`config.mk`:
```
export PLATFORM = sky130hd
export DESIGN_NAME = sreg_file
export DESIGN_NICKNAME = d
export VERILOG_FILES = /design/src/rtl/sreg_file_pkg.sv /design/src/rtl/sreg_file_perf_counter64.sv /design/src/rtl/sreg_file.sv
export SDC_FILE = /design/constraint.sdc
export NUM_CORES = 1
export LEC_CHECK = 0
export BUFFER_PORTS_ARGS = -buffer_cell sky130_fd_sc_hd__buf_2
export CAP_MARGIN = 20
export CORE_ASPECT_RATIO = 0.6
export CORE_UTILIZATION = 50
export CTS_CLUSTER_SIZE = 30
export DETAILED_ROUTE_END_ITERATION = 10
export GPL_ROUTABILITY_DRIVEN = 1
export PLACE_DENSITY = 0.71
export SLEW_MARGIN = 20
export SYNTH_ARGS = -nofsm -noshare
export SYNTH_HDL_FRONTEND = slang
export SYNTH_SLANG_ARGS = --single-unit
```
`constraint.sdc`:
```
create_clock -name clk -period 2.3 [get_ports clk]
set_clock_uncertainty 0.1 [all_clocks]
set_input_delay 0.46 -clock clk [delete_from_list [all_inputs] [get_ports clk]]
set_output_delay 0.46 -clock clk [all_outputs]
set_load 0.01 [all_outputs]
```
`src/rtl/sreg_file_pkg.sv`:
```
// Address map and decode helpers for the special-register file.
// Counter addresses decode as mapped only when SREG_PERF_COUNTERS_EN is defined.
package SregPkg;

    localparam logic [31:0] SREG_ID           = 32'h00;
    localparam logic [31:0] SREG_CYCLE_LO     = 32'h01;
    localparam logic [31:0] SREG_CYCLE_HI     = 32'h02;
    localparam logic [31:0] SREG_INSTRET_LO   = 32'h03;
    localparam logic [31:0] SREG_INSTRET_HI   = 32'h04;
    localparam logic [31:0] SREG_SCRATCH_BASE = 32'h08;
    localparam int          SREG_SCRATCH_NUM  = 8;

    function automatic logic sreg_is_scratch(input logic [31:0] addr);
        return (addr >= SREG_SCRATCH_BASE) &&
               (addr < SREG_SCRATCH_BASE + 32'(SREG_SCRATCH_NUM));
    endfunction

    function automatic logic sreg_is_counter(input logic [31:0] addr);
`ifdef SREG_PERF_COUNTERS_EN
        return (addr >= SREG_CYCLE_LO) && (addr <= SREG_INSTRET_HI);
`else
        return (addr == 32'hFFFF_FFFF) && 1'b0;
`endif
    endfunction

    function automatic logic sreg_is_mapped(input logic [31:0] addr);
        return (addr == SREG_ID) || sreg_is_scratch(addr) || sreg_is_counter(addr);
    endfunction

endpackage

```
`src/rtl/sreg_file_perf_counter64.sv`:
```
// Double-width free-running counter with per-half load and a high-half
// shadow captured on a low-half read, giving tear-free hi/lo access.
module perf_counter64 #(
    parameter int W = 32
) (
    input  logic         clk,
    input  logic         rst,
    input  logic         inc,
    input  logic         ld_lo,
    input  logic         ld_hi,
    input  logic [W-1:0] ld_val,
    input  logic         snap,
    output logic [W-1:0] lo,
    output logic [W-1:0] hi_shadow,
    output logic [W-1:0] hi_live
);

    logic [2*W-1:0] cnt_q;
    logic [W-1:0]   shadow_q;

    // A load of either half suppresses the increment for that cycle.
    always_ff @(posedge clk) begin
        if (rst) begin
            cnt_q    <= '0;
            shadow_q <= '0;
        end else begin
            if (ld_lo) cnt_q[W-1:0]   <= ld_val;
            if (ld_hi) cnt_q[2*W-1:W] <= ld_val;
            if (!ld_lo && !ld_hi && inc) cnt_q <= cnt_q + {{(2*W-1){1'b0}}, 1'b1};
            if (snap) shadow_q <= cnt_q[2*W-1:W];
        end
    end

    assign lo        = cnt_q[W-1:0];
    assign hi_live   = cnt_q[2*W-1:W];
    assign hi_shadow = shadow_q;

endmodule

```
`src/rtl/sreg_file.sv`:
```
// Special-register file: core ID, scratch registers and (with
// SREG_PERF_COUNTERS_EN) CYCLE/INSTRET counters, with a one-cycle registered read.
module sreg_file
    import SregPkg::*;
#(
    parameter int          REG_WIDTH       = 32,
    parameter int          SREG_ADDR_WIDTH = 8,
    parameter int unsigned CORE_ID         = 0
) (
    input  logic                       clk,
    input  logic                       rst,
    input  logic                       rd_req,
    input  logic [SREG_ADDR_WIDTH-1:0] rd_addr,
    output logic                       rd_valid,
    output logic [REG_WIDTH-1:0]       rd_val,
    input  logic                       wr_en,
    input  logic [SREG_ADDR_WIDTH-1:0] wr_addr,
    input  logic [REG_WIDTH-1:0]       wr_val,
    input  logic                       retire
);

    localparam int SCR_IW = $clog2(SREG_SCRATCH_NUM);

    logic [31:0]          rd_a;
    logic [31:0]          wr_a;
    logic [REG_WIDTH-1:0] scratch_q [SREG_SCRATCH_NUM];
    logic [REG_WIDTH-1:0] rd_data;

    assign rd_a = 32'(rd_addr);
    assign wr_a = 32'(wr_addr);

    always_ff @(posedge clk) begin
        if (rst) begin
            for (int i = 0; i < SREG_SCRATCH_NUM; i++) scratch_q[i] <= '0;
        end else if (wr_en && sreg_is_scratch(wr_a)) begin
            scratch_q[wr_a[SCR_IW-1:0]] <= wr_val;
        end
    end

`ifdef SREG_PERF_COUNTERS_EN
    logic [REG_WIDTH-1:0] cycle_lo, cycle_shadow, cycle_hi_unused;
    logic [REG_WIDTH-1:0] instret_lo, instret_shadow, instret_hi_unused;

    perf_counter64 #(.W(REG_WIDTH)) u_cycle (
        .clk       (clk),
        .rst       (rst),
        .inc       (1'b1),
        .ld_lo     (wr_en && (wr_a == SREG_CYCLE_LO)),
        .ld_hi     (wr_en && (wr_a == SREG_CYCLE_HI)),
        .ld_val    (wr_val),
        .snap      (rd_req && (rd_a == SREG_CYCLE_LO)),
        .lo        (cycle_lo),
        .hi_shadow (cycle_shadow),
        .hi_live   (cycle_hi_unused)
    );

    perf_counter64 #(.W(REG_WIDTH)) u_instret (
        .clk       (clk),
        .rst       (rst),
        .inc       (retire),
        .ld_lo     (wr_en && (wr_a == SREG_INSTRET_LO)),
        .ld_hi     (wr_en && (wr_a == SREG_INSTRET_HI)),
        .ld_val    (wr_val),
        .snap      (rd_req && (rd_a == SREG_INSTRET_LO)),
        .lo        (instret_lo),
        .hi_shadow (instret_shadow),
        .hi_live   (instret_hi_unused)
    );
`else
    logic unused_retire;
    assign unused_retire = retire;
`endif

    always_comb begin
        rd_data = '0;
        if (rd_a == SREG_ID) begin
            rd_data = REG_WIDTH'(CORE_ID);
        end else if (sreg_is_scratch(rd_a)) begin
            rd_data = scratch_q[rd_a[SCR_IW-1:0]];
        end
`ifdef SREG_PERF_COUNTERS_EN
        else if (rd_a == SREG_CYCLE_LO)   rd_data = cycle_lo;
        else if (rd_a == SREG_CYCLE_HI)   rd_data = cycle_shadow;
        else if (rd_a == SREG_INSTRET_LO) rd_data = instret_lo;
        else if (rd_a == SREG_INSTRET_HI) rd_data = instret_shadow;
`endif
    end

    // Read protocol: no backpressure. rd_req in cycle N yields rd_valid/rd_val
    // in N+1; unmapped reads return valid=0 with data 0; idle cycles hold rd_val.
    always_ff @(posedge clk) begin
        if (rst) begin
            rd_valid <= 1'b0;
            rd_val   <= '0;
        end else if (rd_req) begin
            rd_valid <= sreg_is_mapped(rd_a);
            rd_val   <= rd_data;
        end else begin
            rd_valid <= 1'b0;
        end
    end

endmodule

```
## After elaboration in Yosys (flattened, before gate mapping)

Memory sizes are Yosys's and may differ from the RTL's.
Cells that the tools add are included.

| word-level totals | value |
|---|---|
| output and inout bits | 33 |
| word-level logic and storage cells | 25 |
| bits in registers | 33 |
| memories kept | 1 |
| memory bits (writable) | 256 |
| input bits | 53 |

Memory list:

| name | depth | bits a word | rd ports | clocked after memory_dff | wr ports | line | source |
|---|---|---|---|---|---|---|---|
| scratch_q | 8 | 32 | 1 | 0 | 8 | sreg_file.sv:26 | `logic [REG_WIDTH-1:0] scratch_q [SREG_SCRATCH_NUM];` |

| operators by class | value |
|---|---|
| magnitude comparators | 4 |
| bitwise gates (word level) | 1 |
| multiplexer cells | 10 |
| reductions and logical operators | 7 |

Operators with widths:

| operator | count |
|---|---|
| $mux 32 | 3 |
| $logic_not 32->1 | 1 |
| $reduce_or 32->1 | 1 |
| $ge 8x4->1 const B | 2 |
| $lt 8x5->1 const B | 2 |
| $mux 1 | 6 |
| $logic_and 1x1->1 | 3 |
| $mux 3 | 1 |
| $reduce_or 2->1 | 1 |
| $logic_or 1x1->1 | 1 |
| $not 1->1 | 1 |

## Longest topological paths before layout

| logic depth | value |
|---|---|
| depth after elaboration | 8 |
| depth in mapped cells | 8 |
| mapped depth without buffers | 4 |

## Worst setup path after synthesis

No wires, ideal clock.

| path | value |
|---|---|
| path kind | input to register |
| start point | input rst |
| end point | memory scratch_q[2][0], enable pin |
| stages on the path | 4 |
| required time | 1.825 ns |
| slack | 0.107 ns |
| library setup time | 0.375 ns |
| arrival | 1.718 ns |
| buffers on the path | 0 |
| cell sequence | and4bb_2 -> nand3_1 -> nor3_1 -> or2_2 |

RTL lines:

| what | line | source |
|---|---|---|
| start, declared | sreg_file.sv:11 | `input logic rst,` |
| end, declared | sreg_file.sv:26 |  |

## Final worst setup path

| path | value |
|---|---|
| start point | register rd_val[12] |
| end point | output rd_val[12] |

RTL lines:

| what | line | source |
|---|---|---|
| start, declared | sreg_file.sv:15 | `output logic [REG_WIDTH-1:0] rd_val,` |
| start signal, assigned | sreg_file.sv:97 | `rd_val <= rd_data;` |

No word-level cell between the ends.

==> key figures <==
Clocking
  – Clk_lat worst skew: 0.54 ns
  – Post-CTS sizing: 0
  – Worst-path clk slew: 0.07 ns
  – CTS tree: built
  – H-tree depth: 1
  – Root cell of the clock tree: clkbuf_16
  – Post-CTS Hold Fix Bufs: 0
  – Num CTS Buffers: 27
  – CTS Buffer Depth: 3
  – Postcts setup bufs: 0
  – # clock sinks: 289

Synth
  – EDFF count, synth: 256
  – Unique cell type count in the Yosys netlist: 28
  – Yosys reg bits: 289
  – Mapped cell area: 0.0126 sq mm
  – Synthesized Nets: 899
  – Post-synthesis sequential area ratio: 66.3%
  – Cell count after synthesis: 846
  – Fraction of registers with async set/reset: 0%
  – Prevailing post-synth register cell: edfxtp_1
  – Mean Syn Cell Area: 14.9 sq um
  – Syn. warnings: 0

Placed design
  – Post-placement worst setup slack: -0.0570 ns
  – Area post-placement: 0.0138 sq mm
  – DP HPWL: 18,100 um
  – Final RePlAce weighted congestion: 0.772
  – Port Buf Inserts: 84

Critical path
  – Crit path buf inv count: 1
  – Slowest CP cell: dfxtp_1
  – Worst Setup SP: rd_val[12]$_SDFFE_PP0P_
  – Crit path launch type: flip-flop
  – Critical Path Stages: 1
  – Reg-to-reg endpoint: rd_val[29]$_SDFFE_PP0P_
  – Internal reg-to-reg setup slack: 0.84 ns
  – CP arrival: 1.09 ns
  – Type of destination of the critical path: primary output
  – Max FO, Critical Path: 2
  – Crit path kind: reg -> out
  – Critical path required time: 1.74 ns
  – Reg2reg start: scratch_q[7][29]$_SDFFCE_PN0P_
  – Critical-path cell list: buf_2
  – CP top delay family: flip-flops
  – Setup crit end: rd_val[12]
  – Largest stage delay, worst path: 0.39 ns
  – Worst Reg-to-Reg Cells: 3

Power and ir drop
  – Leakage: 5.42 nW
  – Worst vdd ir: 621 uV
  – PD cells: 748 mW/mm^2

Route
  – First-pass DRT Iterations: 10
  – WL/cell: 23.1 um
  – Via Count: 7,226
  – Total wire length: 29,900 um
  – Via density: 5.57
  – ANT nets after route: 0
  – Initial DRC count: 690
  – DRC violations left: 8

STA
  – # setup viols final: 0
  – Unrepaired setup endpoints after global routing: false
  – Pins Over Slew Limit: 0
  – Worst slew margin: 50.6%
  – Final period utilization: 71.9%
  – Actual slew at the worst max-slew pin: 0.738 ns
  – Slack of the critical path: 0.646 ns
  – Fmax: 0.605 GHz
  – Hold Fails Final Rpt: 0
  – Fin crit period: 1.65 ns

Die
  – # IOs: 86
  – Core Region: 0.0244 sq mm
  – Die extent in x: 207 um
  – Starting Density: 51.5%
  – Die Height: 125 um
  – Area of the die: 0.0259 sq mm
  – Rows: 44

Global routing
  – Largest net degree at the start of global routing: 33
  – First-pass GRT wire length: 45,800 um
  – Tot GR Track Use: 24.2%
  – Vias in the first global route: 7,608
  – Total grt overflow: 0
  – Antenna violations before repair: 2

Worst hold path
  – Hold depth: 3
  – Worst hold path type: in -> reg
  – Min-delay src: rd_addr[3]

Finish
  – Register area: 0.00835 sq mm
  – Highest-count cells in the layout ignoring fill and taps: 256 x and2_1, 256 x edfxtp_1, 82 x buf_2
  – Layout cells sized above 1: 24.8%
  – Filler cells: 1,897
  – Finished Cell Area: 0.0147 sq mm
  – Area delta synth->final: 16.6%
  – Multi-input gate area in the final layout: 0.00400 sq mm
  – Nets: 1,007

Run status
  – Status: finished, violations left
  – Failing checks: design-rule violations

Flow run
  – Max-cap violations: 0
[layer usage]
| layer | vias up | global-route usage, % | part of all wire [%] | routed length, um |
|---|---|---|---|---|
| met5 | - | 0 | 0.047 | 14 |
| met4 | 2 | 5.37 | 1.8 | 550 |
| met1 | 3661 | 35.8 | 46 | 13600 |
| met3 | 44 | 4.14 | 6.5 | 1940 |
| li1 | 3307 | - | - | - |
| met2 | 212 | 37.6 | 46 | 13800 |
[cell usage after synthesis, types with 6 or more instances]
cell type,count,area [sq um]
buf_4,6,45.0
nand2b_1,32,200
mux4_2,47,1060
and2_1,256,1600
a22oi_1,27,203
clkbuf_1,34,128
a21oi_1,17,85.1
mux2i_1,34,340
edfxtp_1,256,7690
dfxtp_1,33,661
buf_6,6,67.6
buf_2,6,30.0
nand3_1,18,90.1
nor2_1,9,33.8
nand2_1,36,135
or2_2,8,50.1
[state kept, by name (all words and copies together), names as in the netlist]
signal,count
scratch_q,256
rd_val,32
rd_valid,1
[through the flow]
step	total power [mW]	utilization (%)	instances	hold slack, ns	setup TNS (ns)
floorplan	6.47	-	846	0.363	0
global placement	6.79	56.6	1247	0.322	0
detailed placement	6.81	56.6	1247	0.328	-0.101
CTS	11.1	60.0	1296	0.0687	0
global route	11.3	60.1	1297	0.0989	0
finish	11.0	60.1	1298	0.0951	0
[final cells by class]
cell class / instances / area share (%)
timing repair buffer: 133 / 7.45
multi-input combinational: 503 / 27.2
sequential: 289 / 56.8
clock inverter: 14 / 0.682
tap: 322 / 2.74
antenna: 2 / 0.0341
clock buffer: 35 / 5.01
[worst min-delay path by stage]
stage	to	slack (ns)
after global routing	rd_valid$_SDFF_PP0_	0.1
after CTS	rd_valid$_SDFF_PP0_	0.07
after global placement	rd_val[22]$_SDFFE_PP0P_	0.32
final	rd_valid$_SDFF_PP0_	0.1
after floorplan	rd_val[10]$_SDFFE_PP0P_	0.36
after detailed placement	rd_val[5]$_SDFFE_PP0P_	0.33
[power breakdown]
part,total [mW],switching [mW],leakage (nW),internal [mW]
registers,5.99,0.0636,2.70,5.92
logic,0.709,0.389,2.31,0.320
clock network,4.29,1.92,0.408,2.37
total,11.0,2.37,5.42,8.61
[logic make-up after synthesis]
logic type | count (synthesis) | synth area share, %
simple gates | 372 | 17.7
flops | 289 | 66.3
mux | 81 | 11.1
compound gates | 50 | 2.67
buf+inv | 54 | 2.21
(Power assumes the default switching activity.)
